`src/rtl/decode_rgf_wr_arb.sv`:
```
// -----------------------------------------------------------------------------
// decode_rgf_wr_arb
//
// Shares the single register-file write port between the in-order writeback
// stage and a long-latency unit that returns results out of band.
//
// Long-latency results are held in a small FIFO. They drain into any
// writeback slot that is not carrying a real write.
//
// A pending-write scoreboard tracks every long-latency destination from issue
// until its result is written. Decode uses it to interlock.
//
// If a buffered result is blocked for too long, stall_req asks the front-end
// to inject bubbles until the FIFO drains.
//
// Optional build macro: RGF_ARB_PERF_EN adds the saturating counters
// perf_ll_wr and perf_stall.
//
// Ports:
//   clk, rst                  clock, asynchronous active-high reset
//   wb_we/wb_wa/wb_wd         writeback write request (always has priority)
//   ll_issue_vld/ll_issue_wa  long-latency op issued; marks rd as pending
//   ll_vld/ll_rdy/ll_wa/ll_wd long-latency result handshake
//   rgf_we/rgf_wa/rgf_wd      register-file write port (combinational)
//   dec_rs1/dec_rs2/dec_rd    decode operands checked against the scoreboard
//   pend_hit                  decode must bubble
//   stall_req                 starvation stall request (registered)
//   perf_ll_wr, perf_stall    (RGF_ARB_PERF_EN only) performance counters
// -----------------------------------------------------------------------------
module decode_rgf_wr_arb #(
  parameter int FIFO_DEPTH = 4,
  parameter int STARVE_MAX = 8,
  parameter int REGS_PTR_W = 5,
  parameter int REG_SIZE   = 32
) (
  input  logic                  clk,
  input  logic                  rst,
  input  logic                  wb_we,
  input  logic [REGS_PTR_W-1:0] wb_wa,
  input  logic [REG_SIZE-1:0]   wb_wd,
  input  logic                  ll_issue_vld,
  input  logic [REGS_PTR_W-1:0] ll_issue_wa,
  input  logic                  ll_vld,
  output logic                  ll_rdy,
  input  logic [REGS_PTR_W-1:0] ll_wa,
  input  logic [REG_SIZE-1:0]   ll_wd,
  output logic                  rgf_we,
  output logic [REGS_PTR_W-1:0] rgf_wa,
  output logic [REG_SIZE-1:0]   rgf_wd,
  input  logic [REGS_PTR_W-1:0] dec_rs1,
  input  logic [REGS_PTR_W-1:0] dec_rs2,
  input  logic [REGS_PTR_W-1:0] dec_rd,
  output logic                  pend_hit,
  output logic                  stall_req
`ifdef RGF_ARB_PERF_EN
  ,
  output logic [31:0]           perf_ll_wr,
  output logic [31:0]           perf_stall
`endif
);

  localparam int PTR_W = $clog2(FIFO_DEPTH);
  localparam int CNT_W = PTR_W + 1;
  localparam int NREGS = 1 << REGS_PTR_W;

  // ---------------------------------------------------------------------------
  // Result FIFO
  // ---------------------------------------------------------------------------
  logic [REGS_PTR_W-1:0] fifo_wa [FIFO_DEPTH];
  logic [REG_SIZE-1:0]   fifo_wd [FIFO_DEPTH];
  logic [PTR_W-1:0]      wr_ptr, rd_ptr;
  logic [CNT_W-1:0]      count, count_next;
  logic                  full, empty, push, pop, slot_busy;
  logic [REGS_PTR_W-1:0] head_wa;
  logic [REG_SIZE-1:0]   head_wd;

  assign full      = (count == CNT_W'(FIFO_DEPTH));
  assign empty     = (count == '0);
  assign head_wa   = fifo_wa[rd_ptr];
  assign head_wd   = fifo_wd[rd_ptr];

  // ll_rdy is taken from registered occupancy only. A full FIFO therefore
  // refuses a result even in a cycle where it also pops.
  assign ll_rdy    = ~full;
  assign push      = ll_vld & ll_rdy;

  // A writeback to x0 is not a real write, so the slot counts as free.
  assign slot_busy = wb_we & (wb_wa != '0);
  assign pop       = ~slot_busy & ~empty;

  always_comb begin
    count_next = count;
    case ({push, pop})
      2'b10:   count_next = count + CNT_W'(1);
      2'b01:   count_next = count - CNT_W'(1);
      default: count_next = count;
    endcase
  end

  always_ff @(posedge clk or posedge rst) begin
    if (rst) begin
      wr_ptr <= '0;
      rd_ptr <= '0;
      count  <= '0;
    end else begin
      // NOTE: sequential state uses non-blocking assignments so that every
      // register samples pre-edge values, whatever order the blocks run in.
      if (push) wr_ptr <= wr_ptr + PTR_W'(1);
      if (pop)  rd_ptr <= rd_ptr + PTR_W'(1);
      count <= count_next;
    end
  end

  // NOTE: the storage array has no reset. An empty count already marks every
  // entry invalid, so clearing the data would only add reset fan-out.
  always_ff @(posedge clk) begin
    if (push) begin
      fifo_wa[wr_ptr] <= ll_wa;
      fifo_wd[wr_ptr] <= ll_wd;
    end
  end

  // ---------------------------------------------------------------------------
  // Write-port mux. A head entry addressed to x0 is discarded with we=0.
  // ---------------------------------------------------------------------------
  always_comb begin
    // NOTE: every output gets a default first, so no path can infer a latch.
    rgf_we = 1'b0;
    rgf_wa = '0;
    rgf_wd = '0;
    if (slot_busy) begin
      rgf_we = 1'b1;
      rgf_wa = wb_wa;
      rgf_wd = wb_wd;
    end else if (!empty) begin
      rgf_we = (head_wa != '0);
      rgf_wa = head_wa;
      rgf_wd = head_wd;
    end
  end

  // ---------------------------------------------------------------------------
  // Pending-write scoreboard.
  // The set is applied after the clear, so a same-cycle issue to the register
  // being written leaves the bit pending for the newer op.
  // ---------------------------------------------------------------------------
  logic [NREGS-1:0] pend, pend_next;

  always_comb begin
    pend_next = pend;
    if (pop)          pend_next[head_wa]     = 1'b0;
    if (ll_issue_vld) pend_next[ll_issue_wa] = 1'b1;
    pend_next[0] = 1'b0;
  end

  always_ff @(posedge clk or posedge rst) begin
    if (rst) pend <= '0;
    else     pend <= pend_next;
  end

  assign pend_hit = pend[dec_rs1] | pend[dec_rs2] | pend[dec_rd];

  // ---------------------------------------------------------------------------
  // Starvation detection.
  // A cycle is "blocked" when the head is waiting behind a busy slot.
  // Any cycle that is not blocked either pops or has an empty FIFO, and both
  // of those cases restart the count.
  // ---------------------------------------------------------------------------
  logic       blocked, stall_next;
  logic [7:0] starve_cnt, starve_next;

  assign blocked = ~empty & slot_busy;

  always_comb begin
    starve_next = starve_cnt;
    if (!blocked)       starve_next = '0;
    else if (!stall_req) starve_next = starve_cnt + 8'd1;

    // The stall is raised on the edge where the count reaches STARVE_MAX.
    // It is dropped on the edge where the FIFO goes empty.
    stall_next = stall_req;
    if (count_next == '0)
      stall_next = 1'b0;
    else if (blocked && (({1'b0, starve_cnt} + 9'd1) >= 9'(STARVE_MAX)))
      stall_next = 1'b1;
  end

  always_ff @(posedge clk or posedge rst) begin
    if (rst) begin
      starve_cnt <= '0;
      stall_req  <= 1'b0;
    end else begin
      starve_cnt <= starve_next;
      stall_req  <= stall_next;
    end
  end

`ifdef RGF_ARB_PERF_EN
  // ---------------------------------------------------------------------------
  // Saturating performance counters.
  // ---------------------------------------------------------------------------
  always_ff @(posedge clk or posedge rst) begin
    if (rst) begin
      perf_ll_wr <= '0;
      perf_stall <= '0;
    end else begin
      if (pop && (head_wa != '0) && (perf_ll_wr != '1)) perf_ll_wr <= perf_ll_wr + 32'd1;
      if (stall_req && (perf_stall != '1))              perf_stall <= perf_stall + 32'd1;
    end
  end
`endif

endmodule

```
`config.mk`:
```
export PLATFORM = sky130hd
export DESIGN_NAME = decode_rgf_wr_arb
export DESIGN_NICKNAME = d
export VERILOG_FILES = /design/src/rtl/decode_rgf_wr_arb.sv
export SDC_FILE = /design/constraint.sdc
export NUM_CORES = 1
export LEC_CHECK = 0
export CAP_MARGIN = 25
export CELL_PAD_IN_SITES_DETAIL_PLACEMENT = 0
export CELL_PAD_IN_SITES_GLOBAL_PLACEMENT = 1
export CORE_MARGIN = 3
export CORE_UTILIZATION = 45
export DETAILED_ROUTE_END_ITERATION = 12
export PLACE_DENSITY_LB_ADDON = 0.1
export SETUP_SLACK_MARGIN = 0.5
export SYNTH_ARGS = -nofsm -noshare
export SYNTH_HDL_FRONTEND = slang
export SYNTH_SLANG_ARGS = --single-unit
```
`constraint.sdc`:
```
create_clock -name clk -period 5.4 [get_ports clk]
set_clock_uncertainty 0.2 [all_clocks]
set_input_delay 1.62 -clock clk [delete_from_list [all_inputs] [get_ports clk]]
set_output_delay 1.62 -clock clk [all_outputs]
set_load 0.01 [all_outputs]
```
==> results by group, run 1 <==
Outcome
  – Status: complete, no violations

Critical path
  – Slowest CP cell: mux4_2
  – Max FO, Critical Path: 4
  – Slowest stage delay, CP: 490 ps
  – Crit-path leading delay family: compound AO/OA/AOI/OAI gates
  – Crit end category: output port
  – Worst reg2reg endpoint: stall_req$_DFFE_PP0P_
  – CP startpoint kind: primary input
  – Critical Setup Path Class: primary input to output port
  – Worst R2R Path Depth: 14
  – WP data arrival: 3300 ps
  – R2r startpoint: count[0]$_DFF_PP0_
  – Reg2Reg Setup Slack: 2140 ps
  – WP data required: 3580 ps
  – CP Cell Sequence: buf_6 -> buf_12 -> buf_8 -> mux4_2 -> o211a_1 -> a2111oi_4 -> nand4_1 -> buf_2
  – Worst path bufs/invs: 4

Clock network
  – Clock transition at path regs: 80 ps
  – Worst-skew pair later-pin latency: 420 ps
  – Number of buffers created by CTS: 17
  – CTS max path bufs: 2
  – CTS sink count: 195
  – H-tree level count: 4
  – Clock Tree Root: clkbuf_16
  – CTS tree: yes

Logic synthesis
  – Yosys cell types: 47
  – Post-synth top flop: edfxtp_1
  – Number of flops mapped to enable cells by yosys: 148
  – Mean Syn Cell Area: 16.41 sq um
  – Synthesized flop and latch total: 195
  – Synth Warn #: 0
  – Syn Std Cell Area: 8712 sq um
  – Seq/Total Area, Yosys: 64.51%
  – Post-synthesis cell count: 531
  – Post-synth ARST share: 24.10%
  – Post-synth net total: 638

Drt
  – DRT iter0 DRCs: 448
  – Avg WL per Cell: 22.64 microns
  – DRC Markers: 0
  – Initial DRT Pass Iterations: 5
  – Routed Wire Length: 22.48 mm
  – Total number of vias: 5687
  – Antenna Nets Post-Route: 0
  – Routed vias/inst: 5.727

GRT
  – Total gr overflow: 0
  – Number of global-route vias before repair: 5918
  – Pin count of the biggest net entering global routing: 48
  – First-pass GRT wire length: 34.58 mm
  – Initial antenna violation count: 0
  – GRT Total Usage: 21.50%

Power and ir drop
  – Power, Total: 5.505 mW
  – P_leak: 4.302 nW
  – Pwr Density: 473.7 nW/um^2
  – VDD IR max: 0.2760 mV

Placed design
  – Final GP Congestion: 0.8608
  – Cell count after placement: 932
  – HPWL after DPL: 13.72 mm
  – Port bufs: 139
  – Post-Place Cell Area: 10610 sq um

Die
  – Die height: 145.1 microns
  – I/O pins: 140
  – CORE AREA: 18890 sq um
  – Die area: 21070 sq um
  – Initial core utilization: 46.11%
  – Die Wd: 145.1 microns
  – Core Rows: 50

Cells and area
  – Final #Nets: 827
  – Ant diodes: 0
  – Filler Cells Inserted: 1483
  – Most frequent cells in the layout: edfxtp_1, clkdlybuf4s50_1, mux4_2
  – Synthesis-to-finish area growth: 33.39%
  – Layout cells sized above 1: 27.97%
  – Fin util: 61.51%
  – Most common cell after layout, fill and taps aside: edfxtp_1
  – Post-Layout Cell Count: 993
  – Final Cell Area: 11620 sq um

STA
  – Post-layout minimum cycle time: 5125 ps
  – Fin. Hold Viols: 0
  – Setup TNS: 0 ps
  – Final period util: 94.90%
  – Final Setup Violations: 0
  – Fmax: 0.1951 GHz
  – Slew Viols, Final: 0
  – Unrepaired setup endpoints after global routing: yes
  – Slew HR: 33.10%
  – Actual slew at the worst max-slew pin: 1003 ps

Worst hold path
  – Worst hold path depth: 1
  – Hold path start: count[2]$_DFF_PP0_
  – Hold WC Path Type: flip-flop to flip-flop
  – Hold path endpoint: count[2]$_DFF_PP0_

Flow run
  – Max_cap viols: 0
==> logic make-up (layout without fill, tap and decap cells) <==
kind of cell | after synthesis | after routing | synth area share, %
buffers and inverters | 36 | 238 | 1.766
multiplexers | 72 | 72 | 16.34
XOR/XNOR | 14 | 14 | 1.407
flip-flops | 195 | 195 | 64.51
AND/OR/NAND/NOR | 85 | 85 | 5.616
adder cells (fa/ha/maj) | 8 | 8 | 1.235
AO/OA/AOI/OAI | 121 | 121 | 9.120
==> flip-flops by register name, summed over array words and instances (netlist names) <==
signal / flops
stall_req: 1
rd_ptr: 2
fifo_wa: 20
pend: 31
count: 3
wr_ptr: 2
fifo_wd: 128
starve_cnt: 8
==> per-stage QoR <==
step,setup slack (ps),hold WS [ps]
after floorplan,466.9,286.8
after global placement,-482.5,328.6
after detailed placement,-500.9,326.3
after CTS,32.16,347.6
after global routing,201.3,358.2
final,275.4,351.8
==> cell type report <==
cell class | count | area [sq um] | share of cell area, %
inverter | 10 | 37.54 | 0.3230
timing repair buffer | 196 | 2001 | 17.22
multi-input combinational | 300 | 2983 | 25.67
clock inverter | 15 | 226.5 | 1.949
tap | 260 | 325.3 | 2.799
clock buffer | 17 | 425.4 | 3.661
sequential | 195 | 5623 | 48.39
==> Yosys cell counts (2+ instances only) <==
library cell | n | area [sq um]
edfxtp_1 | 148 | 4444
o21ai_1 | 16 | 80.08
or4b_1 | 2 | 20.02
a21oi_1 | 2 | 10.01
nand3b_1 | 8 | 60.06
ha_1 | 7 | 87.58
nor3b_1 | 4 | 30.03
xnor2_1 | 8 | 70.07
xor2_1 | 6 | 52.55
a22o_1 | 37 | 324.1
nand2b_1 | 4 | 25.02
or3_1 | 3 | 18.77
or3b_2 | 3 | 26.28
o21ai_0 | 50 | 250.2
nand3_1 | 9 | 45.04
dfrtp_1 | 47 | 1176
nor3_1 | 6 | 30.03
and3_1 | 8 | 50.05
mux4_2 | 56 | 1261
o21a_1 | 2 | 15.01
or4_4 | 2 | 22.52
mux2_2 | 2 | 22.52
a31oi_1 | 3 | 18.77
clkbuf_1 | 15 | 56.30
nand2_1 | 11 | 41.29
nand4_1 | 2 | 12.51
mux2i_1 | 14 | 140.1
a311oi_1 | 2 | 17.52
nor2b_1 | 5 | 31.28
nor2_1 | 15 | 56.30
buf_2 | 9 | 45.04
inv_1 | 10 | 37.54
==> timing repair <==
| action | in CTS | in global routing |
|---|---|---|
| gates resized for setup | 191 | 21 |
| pin swaps | 23 | 11 |
| hold endpoints to repair | 0 | 0 |
| cloned | 9 | 0 |
| endpoints found under the setup margin | 39 | 38 |
| buffers inserted | 14 | 4 |
| hold buffers | 0 | 0 |
==> worst reg2reg max path: cells and delay by family (launching register included) <==
family / cells / cell delay, ps
flip-flops: 1 / 430
XOR/XNOR: 2 / 310
AO/OA/AOI/OAI: 1 / 350
AND/OR/NAND/NOR: 3 / 740
adder cells (fa/ha/maj): 2 / 380
buffers and inverters: 6 / 730
==> how the worst max path moves through the flow <==
stage               slack, ps       start        end  cells past startpoint
floorplan                 470    wb_wa[2]  rgf_wa[0]                      6
finish                    280  dec_rs2[1]   pend_hit                      8
global route              200  dec_rs2[1]   pend_hit                      8
global placement         -480   dec_rd[0]   pend_hit                      7
detailed placement       -500   dec_rd[0]   pend_hit                      7
CTS                        30  dec_rs1[2]   pend_hit                      7
==> metal layers <==
layer	vias up	track usage, %	wire length (microns)
met5	-	0	0
met4	0	5.651	417
met3	23	4.934	1130
met2	178	37.42	11640
met1	2932	27.41	9288
li1	2554	-	-
==> power breakdown <==
part / switching, mW / internal, mW
clock network: 0.618 / 0.726
registers: 0.269 / 2.01
logic: 0.924 / 0.955
total: 1.81 / 3.69
Note: power is estimated with default switching activity, not from simulation.
==> inputs of run 2 (changes only) <==
--- a/config.mk
+++ b/config.mk
@@ -9,7 +9,7 @@
 export CELL_PAD_IN_SITES_DETAIL_PLACEMENT = 0
 export CELL_PAD_IN_SITES_GLOBAL_PLACEMENT = 1
 export CORE_MARGIN = 3
-export CORE_UTILIZATION = 45
+export CORE_UTILIZATION = 41
 export DETAILED_ROUTE_END_ITERATION = 12
 export PLACE_DENSITY_LB_ADDON = 0.1
 export SETUP_SLACK_MARGIN = 0.5
==> constraint.sdc (replaced) <==
create_clock -name clk -period 4.3 [get_ports clk]
set_clock_uncertainty 0.2 [all_clocks]
set_input_delay 1.29 -clock clk [delete_from_list [all_inputs] [get_ports clk]]
set_output_delay 1.29 -clock clk [all_outputs]
set_load 0.01 [all_outputs]
==> run 2 against run 1 <==
The run now ends with setup timing left. Routed wire length down 2.2%. Total power up 25%. Cell area down 0.90%. Die area up 9.3%. Hold slack worse by 6.8 ps. Sequential power up 25%. Count of clock-buffer cells in the layout up 1. Sequential share of layout area up 0.44 points. Final cell count up 1.7%. Combinational power up 31%. Global-route usage down 1.7 points. Via count down 0.74%. Critical path type unchanged. Critical endpoint unchanged. Highest routed layer unchanged.
==> results by group, run 2 (same netlist as run 1, synthesis figures left out) <==
GRT
  – Total gr overflow: 0 (unchanged)
  – Pin count of the biggest net entering global routing: 34 (-29%)
  – First-pass GRT wire length: 33.84 mm (-2.1%)
  – Initial antenna violation count: 0 (unchanged)
  – GRT Total Usage: 19.79% (-1.7 points)
  – Number of global-route vias before repair: 5986 (+1.1%)

Power and ir drop
  – VDD IR max: 0.2719 mV (-1.5%)
  – Power, Total: 6.858 mW (+25%)
  – P_leak: 4.227 nW (-1.7%)
  – Pwr Density: 595.5 nW/um^2 (+26%)

Clock network
  – Worst-skew pair later-pin latency: 430 ps (about the same)
  – Number of buffers created by CTS: 17 (unchanged)
  – CTS max path bufs: 2 (unchanged)
  – CTS tree: yes
  – CTS sink count: 195 (unchanged)
  – H-tree level count: 4 (unchanged)
  – Clock Tree Root: clkbuf_16
  – Clock transition at path regs: 70 ps (about the same)

Placed design
  – Setup WS pre-CTS: -934.8 ps (-433.9 ps)
  – Port bufs: 139 (unchanged)
  – HPWL after DPL: 15.13 mm (+10%)
  – Cell count after placement: 962 (+3.2%)
  – Final GP Congestion: 0.8284 (-3.8%)

STA
  – Fin. Hold Viols: 0 (unchanged)
  – Slew HR: 62.01% (+29 points)
  – Final Setup Violations: 23 (+23)
  – Setup TNS: -1623 ps (-1623 ps)
  – Post-layout minimum cycle time: 4402 ps
  – Fmax: 0.2271 GHz
  – Final period util: 102.4%
  – Setup ws final: -102.4 ps (-377.8 ps)
  – Actual slew at the worst max-slew pin: 566.3 ps (-437.1 ps)
  – Slew Viols, Final: 0 (unchanged)
  – Unrepaired setup endpoints after global routing: yes

Worst hold path
  – Hold path start: count[2]$_DFF_PP0_
  – Hold WC Path Type: flip-flop to flip-flop

Flow run
  – Max_cap viols: 0 (unchanged)

Drt
  – Total number of vias: 5645 (-0.74%)
  – Routed Wire Length: 21.97 mm (-2.2%)
  – Avg WL per Cell: 21.76 microns (-3.9%)
  – DRT iter0 DRCs: 317 (-29%)
  – Routed vias/inst: 5.589 (-2.4%)
  – DRC Markers: 0 (unchanged)
  – Initial DRT Pass Iterations: 5 (unchanged)
  – Antenna Nets Post-Route: 0 (unchanged)

Outcome
  – Status: complete, but fails checks
  – Failing checks: setup timing

Cells and area
  – Largest registers: fifo_wd: 128 flops, pend: 31 flops, fifo_wa: 20 flops
  – Most common cell after layout, fill and taps aside: edfxtp_1
  – Filler Cells Inserted: 1705 (+15%)
  – Max FFs per register: 128 (unchanged)
  – Most frequent cells in the layout: edfxtp_1, clkdlybuf4s50_1, mux4_2
  – Post-Layout Cell Count: 1010 (+1.7%)
  – Layout cells sized above 1: 30.54% (+2.6 points)
  – Final #Nets: 834 (+0.85%)
  – Most flops, register: fifo_wd
  – Ant diodes: 0 (unchanged)
  – Synthesis-to-finish area growth: 32.18%
  – Fin util: 56.01% (-5.5 points)

Die
  – CORE AREA: 20560 sq um (+8.8%)
  – Die Wd: 151.8 microns (+4.6%)
  – Die height: 151.8 microns (+4.6%)
  – Die area: 23030 sq um (+9.3%)
  – Core Rows: 52 (+4.0%)
  – I/O pins: 140 (unchanged)
  – Initial core utilization: 42.37% (-3.7 points)

Critical path
  – Max FO, Critical Path: 7 (+3)
  – CP startpoint: dec_rs2[1]
  – CP startpoint kind: primary input
  – Critical Setup Path Class: primary input to output port
  – WP data required: 2810 ps (-770 ps)
  – Crit end category: output port
  – WP data arrival: 2910 ps (-390 ps)
  – R2r startpoint: count[0]$_DFF_PP0_
-- run 2: cell count changes in the layout (fill, tap and decap cells not counted), moves of 2 or more --
cell             delta
and3_1              -2
and3_4              +2
buf_12              -2
buf_16              -6
buf_4              +19
buf_8               -3
bufinv_16           -2
clkdlybuf4s15_2     +2
dlymetal6s2s_1      -5
inv_12              -2
inv_6               +2
-- run 2: final timing paths --
kind | endpoint | slack [ps] | cells past startpoint
max in group asynchronous | rd_ptr[0]$_DFFE_PP0N_ | 2150 | 3
worst min register to register | count[2]$_DFF_PP0_ | 340 | 1
worst max register to register | stall_req$_DFFE_PP0P_ | 1570 | 14
min in group asynchronous | starve_cnt[6]$_DFFE_PP0P_ | 950 | 2
worst max-delay path | pend_hit | -100 | 8
worst min-delay path | count[2]$_DFF_PP0_ | 340 | 1
-- run 2: report_power, final --
part	internal [mW]	switching [mW]	total, mW
clock network	0.782	0.759	1.54
logic	1.27	1.21	2.47
registers	2.52	0.320	2.84
-- run 2: worst max-delay path: stages --
cell,delay (ps)
buf_6,80
buf_12,110
buf_6,100
mux4_2,500
and3_4,210
a2111oi_4,310
nand4_1,140
buf_2,170
-- run 2: final cells by class --
class                   instances  area (sq um)  share of cell area [%]
multi-input cells             300          3039                   26.39
clock inverters                14         156.4                   1.358
flip-flops and latches        195          5623                   48.83
well taps                     270         337.8                   2.934
inverters                      10         37.54                  0.3259
clock buffers                  18         429.2                   3.727
repair buffers                203          1893                   16.44
-- run 2: repair_timing --
action / CTS / global route
buffers inserted: 6 / 6
hold buffers: 0 / 0
pin swaps: 14 / 15
gates cloned: 3 / 1
gates resized for setup: 206 / 10
endpoints found under the setup margin: 40 / 40
-- run 2: through the flow --
| stage | hold slack (ps) | instance area [sq um] |
|---|---|---|
| floorplan | 286.8 | 8826 |
| global placement | 317.8 | 10820 |
| detailed placement | 333.5 | 10820 |
| CTS | 352.6 | 11420 |
| global route | 369.8 | 11520 |
| finish | 345.0 | 11520 |
-- run 2: layer usage --
layer	vias up	GRT usage, %	share of wire [%]
li1	2561	-	-
met2	179	33.96	52
met1	2891	25.52	41
met5	-	0	0
met4	0	5.121	1.1
met3	14	4.640	5.9
==> inputs of run 3 (changes only) <==
--- a/config.mk
+++ b/config.mk
@@ -10,6 +10,7 @@
 export CELL_PAD_IN_SITES_GLOBAL_PLACEMENT = 1
 export CORE_MARGIN = 3
 export CORE_UTILIZATION = 41
+export CTS_CLUSTER_SIZE = 40
 export DETAILED_ROUTE_END_ITERATION = 12
 export PLACE_DENSITY_LB_ADDON = 0.1
 export SETUP_SLACK_MARGIN = 0.5
==> results of run 3 <==
Final layout, timing and power as in run 2 (identical DEF).
